--- config.mk ---
export PLATFORM = sky130hd
export DESIGN_NAME = button_conditioner
export DESIGN_NICKNAME = d
export VERILOG_FILES = /design/src/rtl/button_conditioner.sv
export SDC_FILE = /design/constraint.sdc
export NUM_CORES = 1
export LEC_CHECK = 0
export ABC_AREA = 1
export BUFFER_PORTS_ARGS = -buffer_cell sky130_fd_sc_hd__buf_2
export CAP_MARGIN = 10
export CORE_ASPECT_RATIO = 1.1
export CORE_MARGIN = 8
export CORE_UTILIZATION = 64
export DETAILED_ROUTE_END_ITERATION = 6
export PLACE_DENSITY_LB_ADDON = 0.2
export SYNTH_ARGS = -nofsm -noshare
export SYNTH_HDL_FRONTEND = slang
export SYNTH_SLANG_ARGS = --single-unit
export TNS_END_PERCENT = 5
--- constraint.sdc ---
create_clock -name clk -period 1.9 [get_ports clk]
set_input_delay 0.285 -clock clk [delete_from_list [all_inputs] [get_ports clk]]
set_output_delay 0.285 -clock clk [all_outputs]
set_load 0.05 [all_outputs]
--- src/rtl/button_conditioner.sv ---
// button_conditioner
//
// Multi-channel pushbutton front end. Each channel synchronises a raw pin,
// debounces it and derives a clean pressed level plus single-cycle press,
// release, long-press and auto-repeat pulses. Channels share nothing.
//
// Ports:
//   clk           : single clock, rising edge
//   rst           : synchronous reset, active low
//   buttons       : raw asynchronous button pins, one per channel
//   level         : debounced pressed state (1 = pressed)
//   press         : 1-cycle pulse on debounced 0->1
//   release_pulse : 1-cycle pulse on debounced 1->0
//   long_press    : 1-cycle pulse LONG_TICKS cycles after press while held
//   repeat_pulse  : 1-cycle pulse every REPEAT_TICKS cycles after long_press
module button_conditioner #(
  parameter int unsigned N_CH         = 2,
  parameter bit          ACTIVE_LOW   = 1'b0,
  parameter int unsigned BOUNCE_TICKS = 250,
  parameter int unsigned LONG_TICKS   = 6_000_000,
  parameter int unsigned REPEAT_TICKS = 1_200_000
) (
  input  logic            clk,
  input  logic            rst,
  input  logic [N_CH-1:0] buttons,
  output logic [N_CH-1:0] level,
  output logic [N_CH-1:0] press,
  output logic [N_CH-1:0] release_pulse,
  output logic [N_CH-1:0] long_press,
  output logic [N_CH-1:0] repeat_pulse
);

  localparam int unsigned DbW   = $clog2(BOUNCE_TICKS + 1);
  localparam int unsigned HoldW = $clog2(LONG_TICKS + 1);
  localparam int unsigned RepW  = (REPEAT_TICKS == 0) ? 1 : $clog2(REPEAT_TICKS + 1);

  localparam logic [DbW-1:0]   DbLast  = DbW'(BOUNCE_TICKS - 1);
  localparam logic [HoldW-1:0] HoldMax = HoldW'(LONG_TICKS);
  localparam logic [RepW-1:0]  RepMax  = RepW'(REPEAT_TICKS);

  typedef enum logic [1:0] {StIdle, StHeld, StLong} hold_state_e;

  logic [N_CH-1:0] raw;
  assign raw = buttons ^ {N_CH{ACTIVE_LOW}};

  for (genvar i = 0; i < N_CH; i++) begin : g_ch
    logic             s1_q, s2_q;
    logic             level_q, level_d;
    logic             press_q, press_d;
    logic             rel_q, rel_d;
    logic             long_q, long_d;
    logic             rep_q, rep_d;
    logic [DbW-1:0]   db_cnt_q, db_cnt_d;
    logic [HoldW-1:0] hold_cnt_q, hold_cnt_d;
    logic [RepW-1:0]  rep_cnt_q, rep_cnt_d;
    hold_state_e      state_q, state_d;

    // Debounce: s2 must differ from level for BOUNCE_TICKS consecutive cycles.
    always_comb begin
      db_cnt_d = '0;
      level_d  = level_q;
      press_d  = 1'b0;
      rel_d    = 1'b0;
      if (s2_q != level_q) begin
        if (db_cnt_q == DbLast) begin
          level_d = s2_q;
          press_d = s2_q;
          rel_d   = ~s2_q;
        end else begin
          db_cnt_d = db_cnt_q + 1'b1;
        end
      end
    end

    // Hold FSM reacts to the edge being registered this cycle, so the press
    // cycle itself counts as hold_cnt = 1 and long_press lands at P+LONG_TICKS.
    // Release is checked first so it beats a coincident threshold.
    always_comb begin
      state_d    = state_q;
      hold_cnt_d = hold_cnt_q;
      rep_cnt_d  = rep_cnt_q;
      long_d     = 1'b0;
      rep_d      = 1'b0;
      unique case (state_q)
        StIdle: begin
          if (press_d) begin
            state_d    = StHeld;
            hold_cnt_d = HoldW'(1);
          end
        end
        StHeld: begin
          if (rel_d) begin
            state_d    = StIdle;
            hold_cnt_d = '0;
            rep_cnt_d  = '0;
          end else if (hold_cnt_q == HoldMax) begin
            long_d    = 1'b1;
            state_d   = StLong;
            rep_cnt_d = RepW'(1);
          end else begin
            hold_cnt_d = hold_cnt_q + 1'b1;
          end
        end
        StLong: begin
          if (rel_d) begin
            state_d    = StIdle;
            hold_cnt_d = '0;
            rep_cnt_d  = '0;
          end else if (REPEAT_TICKS != 0) begin
            if (rep_cnt_q == RepMax) begin
              rep_d     = 1'b1;
              rep_cnt_d = RepW'(1);
            end else begin
              rep_cnt_d = rep_cnt_q + 1'b1;
            end
          end
        end
        default: begin
          state_d    = StIdle;
          hold_cnt_d = '0;
          rep_cnt_d  = '0;
        end
      endcase
    end

    always_ff @(posedge clk) begin
      if (!rst) begin
        s1_q       <= 1'b0;
        s2_q       <= 1'b0;
        level_q    <= 1'b0;
        press_q    <= 1'b0;
        rel_q      <= 1'b0;
        long_q     <= 1'b0;
        rep_q      <= 1'b0;
        db_cnt_q   <= '0;
        hold_cnt_q <= '0;
        rep_cnt_q  <= '0;
        state_q    <= StIdle;
      end else begin
        s1_q       <= raw[i];
        s2_q       <= s1_q;
        level_q    <= level_d;
        press_q    <= press_d;
        rel_q      <= rel_d;
        long_q     <= long_d;
        rep_q      <= rep_d;
        db_cnt_q   <= db_cnt_d;
        hold_cnt_q <= hold_cnt_d;
        rep_cnt_q  <= rep_cnt_d;
        state_q    <= state_d;
      end
    end

    assign level[i]         = level_q;
    assign press[i]         = press_q;
    assign release_pulse[i] = rel_q;
    assign long_press[i]    = long_q;
    assign repeat_pulse[i]  = rep_q;
  end

endmodule

==> results.cfg <==
[status]
status = finished clean

[critical_path]
startpoint_type = flop
critPathCaptureType = flop
cp_max_fo = 8
cp_data_required_time_ns = 2.26
r2r_start = g_ch[1].db_cnt_q[1]
path_class = reg -> reg
cp_data_arrival_time_ns = 2.18
reg2reg_depth = 13
r2r-end = g_ch[1].rep_cnt_q[7]
r2r_slack_ns = 0.08

[place]
hpwl_um = 12900
gp_congestion = 0.967
port_buffers = 13
preCtsSetupSlack_ns = 0.0210

[die]
core-area_mm2 = 0.0114
row_count = 41
dieArea_mm2 = 0.0155
start_util_pct = 65.6
die_w_um = 119
fp.dieH_um = 130
io-pin-count = 14

[worst_hold_path]
hold_path_class = in -> reg
whs_endpoint = g_ch[0].s1_q
holdPathStages = 3
hp-start = buttons[0]

[global_routing]
grt_pass1_vias = 6809
antenna_found_initial = 0
grt_pass1_wl_um = 30500
grt_overflow = 0
grt_max_degree = 24
grt_use_total_pct = 23.7

[power]
cellPowerDensity_mw_per_mm2 = 676
leakagePower_nw = 3.47
finalPower_w = 0.00592
ir_drop_mv = 0.821

[clock_network]
clk_pin_slew_worst_paths_ns = 0.05
tritoncts = built
cts_hold_buf = 0
root_buffer = clkbuf_16
cts.sinks = 122
cts_htree_levels = 4
numCtsBuffers = 17
clockBufferDepth = 2
worstSkewPairLatency_ns = 0.42

[cells_and_area]
num-nets-final = 1268
antennaDiodeCount = 0
final_layout_size_suffix_gt1_share_pct = 13.8
syn2layout_area_growth_pct = 16.6
num-fill-cells = 856
register_area_mm2 = 0.00245
multiInputGateArea_mm2 = 0.00426

[routing]
drt_iter0_drc = 634
wire_per_inst_um = 13.4
firstDrtPassIters = 5
drc = 0
vias = 7612
detail_route.vias_per_cell = 5.41
final_antenna_net_count = 0
routed_wl_um = 18900

[synth]
synth-xor-area-share_pct = 1.40
synth_cells = 1191
synth_top_family_by_area = simple AND/OR/NAND/NOR gates
synth.area.mux_share_pct = 0
ys_seq_area_share_pct = 32.5
syn_area_mm2 = 0.00751
synth_fa_ha_area_share_pct = 3.00
synth_compound_area_share_pct = 6.85
ys_warn_count = 0
syn_area_per_cell_um2 = 6.31
synth_cell_types = 41
synth_fp_nets = 1213
ys_seq_elements = 122
synth-simple-area-share_pct = 43.9

[sta]
setup_slack_ns = 0.0759
finalCriticalPeriod_ns = 1.82
tightestPinTransition_ns = 0.486
timing.final.hold_violations = 0
setup_viol = 0
max_slew_margin_pct = 67.4
fin_skew_ns = 0.00477
timing.final.max_slew_violations = 0
timing.final.crit_share_pct = 96.0
fmax_ghz = 0.548
rsz0062_at_grt = true

[job]
maxCapViolCount = 0
-- sequential cells by signal, summed over array words and instances (netlist names) --
register         cells
g_ch.rep_cnt_q      42
g_ch.db_cnt_q       16
g_ch.s1_q            2
g_ch.state_q         4
g_ch.hold_cnt_q     46
g_ch.press_q         2
g_ch.long_q          2
g_ch.s2_q            2
g_ch.rep_q           2
g_ch.level_q         2
g_ch.rel_q           2
-- cell usage after synthesis, drive strengths merged --
| library cell | instances | area, µm² |
|---|---|---|
| clkinv | 3 | 11.3 |
| o21ai | 35 | 190 |
| nand2 | 314 | 1260 |
| nand4 | 34 | 213 |
| dfxtp | 122 | 2440 |
| nor4 | 4 | 25.0 |
| nand3b | 7 | 52.6 |
| nor2 | 214 | 856 |
| nand3 | 112 | 596 |
| xor2 | 9 | 78.8 |
| inv | 178 | 676 |
| o21bai | 10 | 78.8 |
| a21oi | 43 | 238 |
| buf | 25 | 208 |
| nor3b | 4 | 30.0 |
| nor3 | 47 | 262 |
| clkbuf | 8 | 30.0 |
| a21o | 1 | 7.51 |
| ha | 18 | 225 |
| xnor2 | 3 | 26.3 |
-- where the power goes --
part / internal [W] / total (W) / switching (W)
logic: 0.0000308 / 0.0000986 / 0.0000677
registers: 0.00257 / 0.00257 / 0.00000291
clock network: 0.00212 / 0.00325 / 0.00113
total: 0.00472 / 0.00592 / 0.00120
-- logic make-up (layout without fill, tap and decap cells) --
| group | after synthesis | in the layout |
|---|---|---|
| AO/OA/AOI/OAI | 89 | 89 |
| flip-flops | 122 | 122 |
| XOR/XNOR | 12 | 12 |
| buffers and inverters | 214 | 280 |
| AND/OR/NAND/NOR | 736 | 737 |
| adder cells (fa/ha/maj) | 18 | 18 |
-- layout make-up --
cell class                 instances  share of cell area (%)
tap                              150                    2.14
clock inverter                     7                    1.00
multi-input combinational        856                    48.7
inverter                         181                    8.10
timing repair buffer              68                    6.25
sequential                       122                    28.0
clock buffer                      24                    5.85
-- layer usage --
metal	part of all wire, %	GRT usage, %	vias to the layer above
li1	-	-	3858
met1	42	27.6	3404
met2	49	42.3	301
met3	6.2	3.91	49
met4	2.6	9.98	0
met5	0	0	-
-- how the worst max path moves through the flow --
stage | start | end | slack, ns
floorplan | g_ch[0].hold_cnt_q[0] | g_ch[0].hold_cnt_q[18] | 0.21
finish | g_ch[1].db_cnt_q[1] | g_ch[1].rep_cnt_q[7] | 0.08
global placement | g_ch[1].db_cnt_q[1] | g_ch[1].hold_cnt_q[21] | 0.07
CTS | g_ch[0].db_cnt_q[1] | g_ch[0].rep_cnt_q[3] | 0.01
global route | g_ch[1].hold_cnt_q[0] | g_ch[1].rep_cnt_q[5] | -0.05
detailed placement | g_ch[1].db_cnt_q[1] | g_ch[1].hold_cnt_q[21] | 0.02
-- critical path, cell delays in order (launching register included) --
cell and delay (ns):
dfxtp_2 0.33, inv_2 0.06, ha_4 0.12, inv_2 0.04
nor3_4 0.21, nand3_2 0.16, nand2_4 0.15, inv_8 0.07
nand2_8 0.10, nand2_8 0.09, buf_12 0.15, o21ai_0 0.14
inv_1 0.05, nor2_1 0.10
-- repair_timing --
action                                  CTS  global route
pin swaps                                 0            13
endpoints found under the setup margin    8            71
cloned                                    0             2
resized for setup                         2            55
setup buffers                             0             6
-- layout by cell type (no fill, tap or decap), types with 2 or more instances in the layout --
cell          n
buf_2        13
nor2_2       12
buf_6         5
clkinv_2      4
nand3_2       3
bufinv_16     2
clkinvlp_4    3
nand2_2       8
dfxtp_2       5
o21ai_0      19
inv_8         2
inv_2         8
clkbuf_16    18
nand2_1     294
a21oi_4       2
inv_1       166
nor3b_1       4
buf_4        46
nand2_4       9
a21oi_1      41
xor2_1        9
clkbuf_8      6
nand2_8       4
nor4_1        4
nand3_1     107
dfxtp_1     117
ha_1         15
nand4_1      34
ha_2          2
nor2_4        5
xnor2_1       3
o21bai_1      9
nor2_1      197
nand3b_1      7
nor3_2        3
o21ai_1      14
nand3_4       2
nor3_1       42
buf_12        2
nor3_4        2
-- metrics by stage --
stage	TNS, ns	area (µm²)	cells	utilization, %	hold slack [ns]
final	0	8750	1408	76.5	0.0439
after global routing	-0.329	8750	1408	76.5	0.0565
after CTS	0	8510	1400	74.4	0.0337
after detailed placement	0	7900	1369	69.0	0.428
after global placement	0	7900	1369	69.0	0.428
after floorplan	0	7510	1191	-	0.383
(Power assumes the default switching activity.)
